**src/rtl/seq_alu_pkg.sv**
```systemverilog
// Shared opcode encodings and FSM state type for the multicycle ALU.
package seq_alu_pkg;

  localparam logic [4:0] OP_ADD = 5'b00011;
  localparam logic [4:0] OP_SUB = 5'b00100;
  localparam logic [4:0] OP_SHR = 5'b00101;
  localparam logic [4:0] OP_SRA = 5'b00110;
  localparam logic [4:0] OP_SHL = 5'b00111;
  localparam logic [4:0] OP_ROR = 5'b01000;
  localparam logic [4:0] OP_ROL = 5'b01001;
  localparam logic [4:0] OP_AND = 5'b01010;
  localparam logic [4:0] OP_OR  = 5'b01011;
  localparam logic [4:0] OP_MUL = 5'b01111;
  localparam logic [4:0] OP_DIV = 5'b10000;
  localparam logic [4:0] OP_NEG = 5'b10001;
  localparam logic [4:0] OP_NOT = 5'b10010;
  localparam logic [4:0] OP_INC = 5'b11111;

  typedef enum logic [2:0] {IDLE, EXEC, MUL, DIV, FIX} state_t;

endpackage

```
**src/rtl/seq_div_core.sv**
```systemverilog
// Signed non-restoring divider on operand magnitudes; quo/rem are the
// corrected, sign-fixed values once fin is high.
module seq_div_core
  import seq_alu_pkg::*;
#(
  parameter int WIDTH = 32
) (
  input  logic             clock,
  input  logic             clear,
  input  logic             load,
  input  logic [WIDTH-1:0] a,
  input  logic [WIDTH-1:0] b,
  output logic             fin,
  output logic [WIDTH-1:0] quo,
  output logic [WIDTH-1:0] rem
);

  localparam int CNT_W = $clog2(WIDTH + 1);
  localparam logic [CNT_W-1:0] CNT_LAST = CNT_W'(WIDTH);

  logic             run_q;
  logic             sa_q, sb_q;
  logic [WIDTH-1:0] d_q;
  logic [WIDTH:0]   p_q;
  logic [WIDTH-1:0] q_q;
  logic [CNT_W-1:0] cnt_q;

  logic [WIDTH-1:0] a_mag, b_mag;
  logic [WIDTH:0]   p_sh, p_d, p_fix;
  logic [WIDTH-1:0] q_d;

  always_comb begin
    a_mag = a[WIDTH-1] ? (~a + WIDTH'(1)) : a;
    b_mag = b[WIDTH-1] ? (~b + WIDTH'(1)) : b;
    // Partial remainder sign picks add or subtract; quotient bit is its complement.
    p_sh  = {p_q[WIDTH-1:0], q_q[WIDTH-1]};
    p_d   = p_q[WIDTH] ? (p_sh + {1'b0, d_q}) : (p_sh - {1'b0, d_q});
    q_d   = {q_q[WIDTH-2:0], ~p_d[WIDTH]};
    p_fix = p_q[WIDTH] ? (p_q + {1'b0, d_q}) : p_q;
    quo   = (sa_q ^ sb_q) ? (~q_q + WIDTH'(1)) : q_q;
    rem   = sa_q ? (~p_fix[WIDTH-1:0] + WIDTH'(1)) : p_fix[WIDTH-1:0];
    fin   = run_q && (cnt_q == CNT_LAST);
  end

  always_ff @(posedge clock or negedge clear) begin
    if (!clear) begin
      run_q <= 1'b0;
      sa_q  <= 1'b0;
      sb_q  <= 1'b0;
      d_q   <= '0;
      p_q   <= '0;
      q_q   <= '0;
      cnt_q <= '0;
    end else if (load) begin
      run_q <= 1'b1;
      sa_q  <= a[WIDTH-1];
      sb_q  <= b[WIDTH-1];
      d_q   <= b_mag;
      p_q   <= '0;
      q_q   <= a_mag;
      cnt_q <= '0;
    end else if (run_q && (cnt_q != CNT_LAST)) begin
      p_q   <= p_d;
      q_q   <= q_d;
      cnt_q <= cnt_q + CNT_W'(1);
    end
  end

endmodule

```
**src/rtl/seq_alu.sv**
```systemverilog
// Multicycle ALU: single-cycle logic/shift/add ops, Booth multiplier and
// signed divider behind a start/busy/done handshake.
module seq_alu
  import seq_alu_pkg::*;
#(
  parameter int WIDTH   = 32,
  parameter int SHAMT_W = $clog2(WIDTH)
) (
  input  logic               clock,
  input  logic               clear,
  input  logic               start,
  input  logic [4:0]         control,
  input  logic [WIDTH-1:0]   y,
  input  logic [WIDTH-1:0]   b,
  output logic               busy,
  output logic               done,
  output logic [2*WIDTH-1:0] result,
  output logic               div_zero
);

  localparam int CNT_W = $clog2(WIDTH + 1);
  localparam logic [CNT_W-1:0] CNT_LAST = CNT_W'(WIDTH);

  state_t state_q, state_d;

  logic [4:0]         op_q;
  logic [WIDTH-1:0]   a_q, b_q;
  logic [WIDTH:0]     acc_q, mcand_q;
  logic [WIDTH-1:0]   mq_q;
  logic               qm1_q;
  logic [CNT_W-1:0]   cnt_q;
  logic [2*WIDTH-1:0] result_q;
  logic               busy_q, done_q, dz_q;

  logic               accept, is_mul, is_div, b_zero, div_load, finish;
  logic [WIDTH:0]     acc_sel, acc_d;
  logic [WIDTH-1:0]   mq_d;
  logic               qm1_d;
  logic [SHAMT_W-1:0] shamt;
  logic [2*WIDTH-1:0] rot_r, rot_l, fin_result;
  logic [WIDTH-1:0]   alu_lo;
  logic               div_fin;
  logic [WIDTH-1:0]   div_quo, div_rem;

  seq_div_core #(.WIDTH(WIDTH)) u_div (
    .clock (clock),
    .clear (clear),
    .load  (div_load),
    .a     (y),
    .b     (b),
    .fin   (div_fin),
    .quo   (div_quo),
    .rem   (div_rem)
  );

  always_comb begin
    accept   = (state_q == IDLE) && start;
    is_mul   = (control == OP_MUL);
    is_div   = (control == OP_DIV);
    b_zero   = (b == '0);
    div_load = accept && is_div && !b_zero;
    finish   = 1'b0;
    state_d  = state_q;
    case (state_q)
      IDLE: begin
        if (start) begin
          if (is_mul)                 state_d = MUL;
          else if (is_div && !b_zero) state_d = DIV;
          else                        state_d = EXEC;
        end
      end
      EXEC: begin
        finish  = 1'b1;
        state_d = IDLE;
      end
      MUL: begin
        if (cnt_q == CNT_LAST) begin
          finish  = 1'b1;
          state_d = IDLE;
        end
      end
      DIV: begin
        if (div_fin) state_d = FIX;
      end
      FIX: begin
        finish  = 1'b1;
        state_d = IDLE;
      end
      default: state_d = IDLE;
    endcase
  end

  always_ff @(posedge clock or negedge clear) begin
    if (!clear) state_q <= IDLE;
    else        state_q <= state_d;
  end

  // Booth step: add/sub multiplicand per {q0, q-1}, then arithmetic shift of {acc, mq, q-1}.
  always_comb begin
    case ({mq_q[0], qm1_q})
      2'b01:   acc_sel = acc_q + mcand_q;
      2'b10:   acc_sel = acc_q - mcand_q;
      default: acc_sel = acc_q;
    endcase
    {acc_d, mq_d, qm1_d} = {acc_sel[WIDTH], acc_sel, mq_q};
  end

  always_comb begin
    shamt = b_q[SHAMT_W-1:0];
    rot_r = {a_q, a_q} >> shamt;
    rot_l = {a_q, a_q} << shamt;
    case (op_q)
      OP_AND:  alu_lo = a_q & b_q;
      OP_SHR:  alu_lo = a_q >> shamt;
      OP_SRA:  alu_lo = $signed(a_q) >>> shamt;
      OP_SHL:  alu_lo = a_q << shamt;
      OP_ROR:  alu_lo = rot_r[WIDTH-1:0];
      OP_ROL:  alu_lo = rot_l[2*WIDTH-1:WIDTH];
      OP_NEG:  alu_lo = ~a_q + WIDTH'(1);
      OP_NOT:  alu_lo = ~a_q;
      OP_ADD:  alu_lo = a_q + b_q;
      OP_SUB:  alu_lo = a_q - b_q;
      OP_INC:  alu_lo = a_q + WIDTH'(1);
      default: alu_lo = a_q | b_q;
    endcase
    case (state_q)
      MUL:     fin_result = {acc_q[WIDTH-1:0], mq_q};
      FIX:     fin_result = {div_rem, div_quo};
      default: fin_result = (op_q == OP_DIV) ? {a_q, {WIDTH{1'b1}}}
                                             : {{WIDTH{1'b0}}, alu_lo};
    endcase
  end

  always_ff @(posedge clock or negedge clear) begin
    if (!clear) begin
      op_q     <= '0;
      a_q      <= '0;
      b_q      <= '0;
      acc_q    <= '0;
      mcand_q  <= '0;
      mq_q     <= '0;
      qm1_q    <= 1'b0;
      cnt_q    <= '0;
      result_q <= '0;
      busy_q   <= 1'b0;
      done_q   <= 1'b0;
      dz_q     <= 1'b0;
    end else begin
      done_q <= 1'b0;
      if (accept) begin
        op_q    <= control;
        a_q     <= y;
        b_q     <= b;
        acc_q   <= '0;
        mcand_q <= {b[WIDTH-1], b};
        mq_q    <= y;
        qm1_q   <= 1'b0;
        cnt_q   <= '0;
        busy_q  <= 1'b1;
        dz_q    <= 1'b0;
      end
      if ((state_q == MUL) && (cnt_q != CNT_LAST)) begin
        acc_q <= acc_d;
        mq_q  <= mq_d;
        qm1_q <= qm1_d;
        cnt_q <= cnt_q + CNT_W'(1);
      end
      if (finish) begin
        result_q <= fin_result;
        done_q   <= 1'b1;
        busy_q   <= 1'b0;
        cnt_q    <= '0;
        dz_q     <= (state_q == EXEC) && (op_q == OP_DIV);
      end
    end
  end

  assign busy     = busy_q;
  assign done     = done_q;
  assign result   = result_q;
  assign div_zero = dz_q;

endmodule

```
**config.mk**
```make
export PLATFORM = sky130hd
export DESIGN_NAME = seq_alu
export DESIGN_NICKNAME = d
export VERILOG_FILES = /design/src/rtl/seq_alu_pkg.sv /design/src/rtl/seq_div_core.sv /design/src/rtl/seq_alu.sv
export SDC_FILE = /design/constraint.sdc
export NUM_CORES = 2
export LEC_CHECK = 0
export CAP_MARGIN = 25
export CORE_UTILIZATION = 50
export CTS_CLUSTER_DIAMETER = 40
export DETAILED_ROUTE_END_ITERATION = 6
export PLACE_DENSITY_LB_ADDON = 0.25
export SYNTH_ARGS = -nofsm -noshare
export SYNTH_HDL_FRONTEND = slang
export SYNTH_SLANG_ARGS = --single-unit
```
**constraint.sdc**
```tcl
create_clock -name clock -period 7.8 [get_ports clock]
set_input_delay 1.56 -clock clock [delete_from_list [all_inputs] [get_ports clock]]
set_output_delay 1.56 -clock clock [all_outputs]
set_load 0.05 [all_outputs]
```
After elaboration in Yosys (flattened, before gate mapping)
Index checks and enable logic that the tools add are counted.

cells by class
  mux-type cells = 37
  shift operators = 5
  add/sub/neg operators = 15
  reductions and logical operators = 17
  div/mod/pow operators = 0
  multipliers = 0
  bitwise gates (word level) = 9
  $lt $le $gt $ge = 0
  equality and inequality tests = 27

operators with widths
  kind                                                              count
  32-bit one-hot mux with 11 select lines                           1
  32-bit 2-to-1 mux                                                 9
  32-bit by 1-bit adder with 32-bit output (second input constant)  6
  33-bit 2-to-1 mux                                                 5
  32-bit NOT                                                        5
  64-bit one-hot mux with 2 select lines                            1
  33-bit one-hot mux with 2 select lines                            1
  32-bit adder                                                      2
  64-bit 2-to-1 mux                                                 1
  64-bit by 5-bit left shift with 64-bit output                     1
  64-bit by 5-bit right shift with 32-bit output                    1
  33-bit by 32-bit adder with 33-bit output                         1
  33-bit adder                                                      1
  33-bit by 32-bit subtractor with 33-bit output                    1
  33-bit subtractor                                                 1
  32-bit bitwise AND                                                1
  32-bit logical NOT                                                1
  32-bit OR                                                         1
  32-bit by 5-bit left shift with 32-bit output                     1
  32-bit by 5-bit right shift with 32-bit output                    1
  32-bit by 5-bit >>> shifter with 32-bit output                    1
  32-bit subtractor                                                 1
  6-bit 2-to-1 mux                                                  5
  5-bit == test (second input constant)                             5
  other kinds (26)                                                  56

word-level totals
  output and inout port bits = 67
  logic and storage cells = 130
  bits in registers = 349
  bits in read-only memories = 0
  memory bits (writable) = 0
  memories = 0
  input port bits = 72
  bits in latches = 0

Logic depth before layout (Yosys ltp)
  word-level depth = 7
  depth in mapped cells = 25
  depth with buffers taken out = 21

Cells and area by module
Synthesis repeated with hierarchy kept, for this count alone.

unflattened totals
  cells, all modules = 4355
  area, all modules = 32640.1 µm²

by module, submodules not included
  module        sequential area each (µm²)  cells an instance  area an instance (µm²)  instances
  seq_alu       5255.0                      2857               21104.0                 1
  seq_div_core  2652.5                      1498               11536.1                 1

Worst setup path before layout
OpenSTA, ideal clock, no wires.

  path kind = reg2reg
  start point = register mcand_q[0]
  end point = register acc_q[31]
  path buffers = 3
  clock period less this slack = 5.572 ns
  library setup time = 0.087 ns
  required time = 7.713 ns
  data arrival time = 5.486 ns
  slack = 2.228 ns
  stages on the path, launching flop included = 25
  cell sequence = dfrtp_1 > clkbuf_1 > clkbuf_1 > clkbuf_1 > inv_1 > ha_1 > nand4_1 > nor4b_1 > nand2b_1 > nor3_1 > nand2_1 > nor2_1 > nor2_1 > xnor2_1 > ha_1 > and2_1 > or2_2 > a21oi_1 > o2111ai_1 > nor3_1 > nor2_1 > a2111oi_0 > xnor2_1 > or4b_2 > o211ai_1

on the way
  word-level cells in the longest chain between the ends = 3
  elaborated cells between the ends (all ways) = 4
  classes of those cells = add/sub: 2; mux: 2

ends and longest elaborated chain
  element                                            RTL line                        RTL
  from (decl)                                        seq_alu.sv:28                   logic [WIDTH:0] acc_q, mcand_q;
  from (signal assigned)                             seq_alu.sv:155                  mcand_q <= {b[WIDTH-1], b};
  33-bit subtractor or 33-bit adder (tied branches)  seq_alu.sv:102, seq_alu.sv:101
  33-bit one-hot mux with 2 select lines (*)         seq_alu.sv:100                  case ({mq_q[0], qm1_q})
  33-bit 2-to-1 mux (*)                              seq_alu.sv:162                  if ((state_q == MUL) && (cnt_q != CNT_LAST)) begin
  to (signal assigned)                               seq_alu.sv:139                  acc_q <= '0;
  to (signal assigned)                               seq_alu.sv:154                  acc_q <= '0;
  to (signal assigned)                               seq_alu.sv:163                  acc_q <= acc_d;
  to (decl)                                          seq_alu.sv:28

Every way passes the cells marked *; elsewhere a longest branch is shown, timed or not.
A chain may end at the register's enable or synchronous reset.

==> out/metrics.yaml <==
status:
  status: "finished with violations"
  violations: "design-rule violations"
die:
  die_w_um: 256
  core_sq_um: 63500
  fp.dieH_um: 256
  dieArea_sq_um: 65700
  io_pins: 139
  start_util: 0.509
  rows: 92
yosys:
  yosys.cell_count.top_type: "nand2_1"
  ys.flop_type: "dfrtp_1"
  synth.top_cell.area_share: 0.244
  async_flop_share: 1.00
  synth_edf_count: 0
  synth_area_per_cell_sq_um: 7.57
  syn-cell-area_sq_um: 32400
  ys_ff_latch: 316
  syn_inst: 4275
  ys_top_cells_by_area: "dfrtp_1 24%, nand2_1 6.4%, nor2_1 6.4%"
  synth_cell_types: 121
  yosysTopAreaCell: "dfrtp_1"
  ys_top_cells_by_count: "556 x nand2_1, 553 x nor2_1, 351 x a21oi_1"
  yosysSeqAreaShare: 0.244
  ys_warn_count: 0
  synth.net_count: 4491
grt:
  grt_max_degree: 132
  antenna_found_initial: 2
  grt_pass1_wl_um: 208000
  grt_pass1_vias: 31962
  grt_usage: 0.417
  overflow: 0
worst_setup_path:
  cp.arrival_ns: 6.83
  critPathMaxFanout: 28
  crit_required_ns: 8.26
  crit_type: "flop to flop"
  critical_path.endpoint_type: "flop"
  crit_path_start_kind: "flop"
route:
  vias: 34730
  first_pass_iters: 7
  wl_per_cell_um: 27.2
  via_per_inst: 6.74
  drcViolationCount: 5
  wirelength_um: 140000
  ant_nets: 0
  drt_iter0_markers: 4814
layout:
  final_cells: 5149
  final_area_sq_um: 36300
  fillerInstances: 6054
  drive_above_1_share: 0.0837
  final_nets: 4469
  syn2layout_area_growth_pct: 12.2
cts:
  cts.clk_slew.worst_paths_ns: 0.06
  clock-sinks: 316
  post_cts_resized: 0
  cts_hold_buf: 0
  cts_buffers: 60
  cts_tree: "yes"
  h-tree-depth: 2
  clock-root-buffer: "clkbuf_16"
  clk_latency_ns: 0.68
  post_cts_buffers: 0
  clk_path_buf_depth: 3
timing:
  finClkSkew_ns: 0.0831
  rsz0062_at_grt: "false"
  min_period_ns: 6.37
  hold_viol_final: 0
  drv_slew: 0
  finalCritPeriodShare: 0.816
  worst_pin_slew_ns: 1.23
  max_freq_ghz: 0.157
  setup_viol: 0
  worst_hold_slack_ns: 0.479
  slew_headroom: 0.168
  setup_tns_ns: 0
placed_design:
  dpl_cell_area_sq_um: 34200
  port_buffers: 138
  placed_cells: 5032
  place.gp.congestion: 1.12
  place_hpwl_um: 102000
pwr:
  p_per_area_nw_per_um2: 291
  power_leakage_nw: 15.2
  peakVddDrop_v: 0.000283
flow_run:
  maxCapViolCount: 0
worst_hold_path:
  hp-class: "flop to flop"
[cells in the final DEF (no fill, tap or decap), drive strengths merged, types with 24 or more instances in the layout]
| cell | n |
|---|---|
| clkdlybuf4s50 | 137 |
| clkbuf | 73 |
| dfrtp | 316 |
| clkinv | 24 |
| a31oi | 80 |
| a221oi | 64 |
| o31ai | 50 |
| o22ai | 57 |
| mux4 | 43 |
| or4 | 24 |
| nand3 | 106 |
| nor2 | 555 |
| buf | 94 |
| or3 | 34 |
| ha | 140 |
| and2 | 31 |
| o21ai | 301 |
| nand2 | 557 |
| o211ai | 45 |
| xnor2 | 213 |
| xor2 | 112 |
| nor3 | 92 |
| nand4 | 27 |
| inv | 91 |
| a211oi | 36 |
| a21oi | 353 |
| nand2b | 32 |
| and3 | 30 |
| a21o | 83 |
| nor2b | 30 |
| mux2i | 120 |
[critical path, cell delays in order (launching register included)]
cell and delay [ns]:
dfrtp_4 0.68, inv_1 0.25, ha_1 0.29, nand4_1 0.17, nor4b_1 0.63, nand2b_1 0.20
nor3_1 0.54, a21oi_1 0.18, xnor2_1 0.71, ha_1 0.46, a21o_1 0.22, a21o_1 0.18
a21oi_1 0.26, nor2b_1 0.08, o21ai_0 0.15, nor4b_1 0.45, nor3_1 0.11, a31oi_1 0.16
o2111ai_1 0.13, a221oi_1 0.29, a211oi_1 0.09
[power by group]
part | internal [mW] | switching (mW)
Sequential | 1.91 | 0.429
Combinational | 2.22 | 3.40
Clock | 1.57 | 1.02
[stage by stage]
step            util  total power, mW  setup WS [ns]
4_1_cts        0.570             10.4           1.74
5_1_grt        0.571             11.2          0.974
2_1_floorplan      -             6.35           2.23
3_3_place_gp   0.538             7.76           1.92
3_5_place_dp   0.538             7.81           1.73
6_report       0.571             10.6           1.43
[logic make-up (layout without fill, tap and decap cells)]
group,Yosys count,count (layout),synth area share
fa+ha+maj,145,145,0.0569
simple gates,1598,1598,0.221
other cells,0,2,0
mux,185,185,0.0752
flops,316,316,0.244
buf+inv,403,429,0.0525
xor+xnor,325,325,0.0880
compound gates,1303,1303,0.262
[registers in the layout, summed over array words and instances (netlist names), 6 cells and up]
name	cells
mq_q	32
result	64
mcand_q	32
u_div.q_q	32
u_div.p_q	33
cnt_q	6
acc_q	32
u_div.cnt_q	6
a_q	32
u_div.d_q	32
[area by class of cell]
class | count | area (sq um) | share of cell area
multi-input combinational | 3556 | 22800 | 0.628
sequential | 316 | 7920 | 0.218
timing repair buffer | 235 | 2170 | 0.0598
clock buffer | 69 | 1570 | 0.0431
tap | 846 | 1060 | 0.0292
clock inverter | 41 | 455 | 0.0125
inverter | 84 | 315 | 0.00869
antenna | 2 | 5.00 | 0.000138
[final timing paths]
| kind | startpoint | endpoint | slack (ns) | cells past startpoint |
|---|---|---|---|---|
| min | a_q[16] | a_q[16] | 0.48 | 2 |
| max reg2reg | mcand_q[0] | result[29] | 1.43 | 20 |
| min reg2reg | a_q[16] | a_q[16] | 0.48 | 2 |
| max | mcand_q[0] | result[29] | 1.43 | 20 |
| max in group asynchronous | clear | a_q[31] | 5.50 | 2 |
| min in group asynchronous | clear | u_div.p_q[6] | 0.87 | 1 |
[metal layers]
metal | share of wire | up-vias | GRT usage
li1 | - | 15502 | -
met1 | 0.40 | 16545 | 0.576
met2 | 0.40 | 2176 | 0.595
met3 | 0.12 | 507 | 0.0997
met4 | 0.068 | 0 | 0.235
met5 | 0 | - | 0
Power figures use the tool's default switching activity.
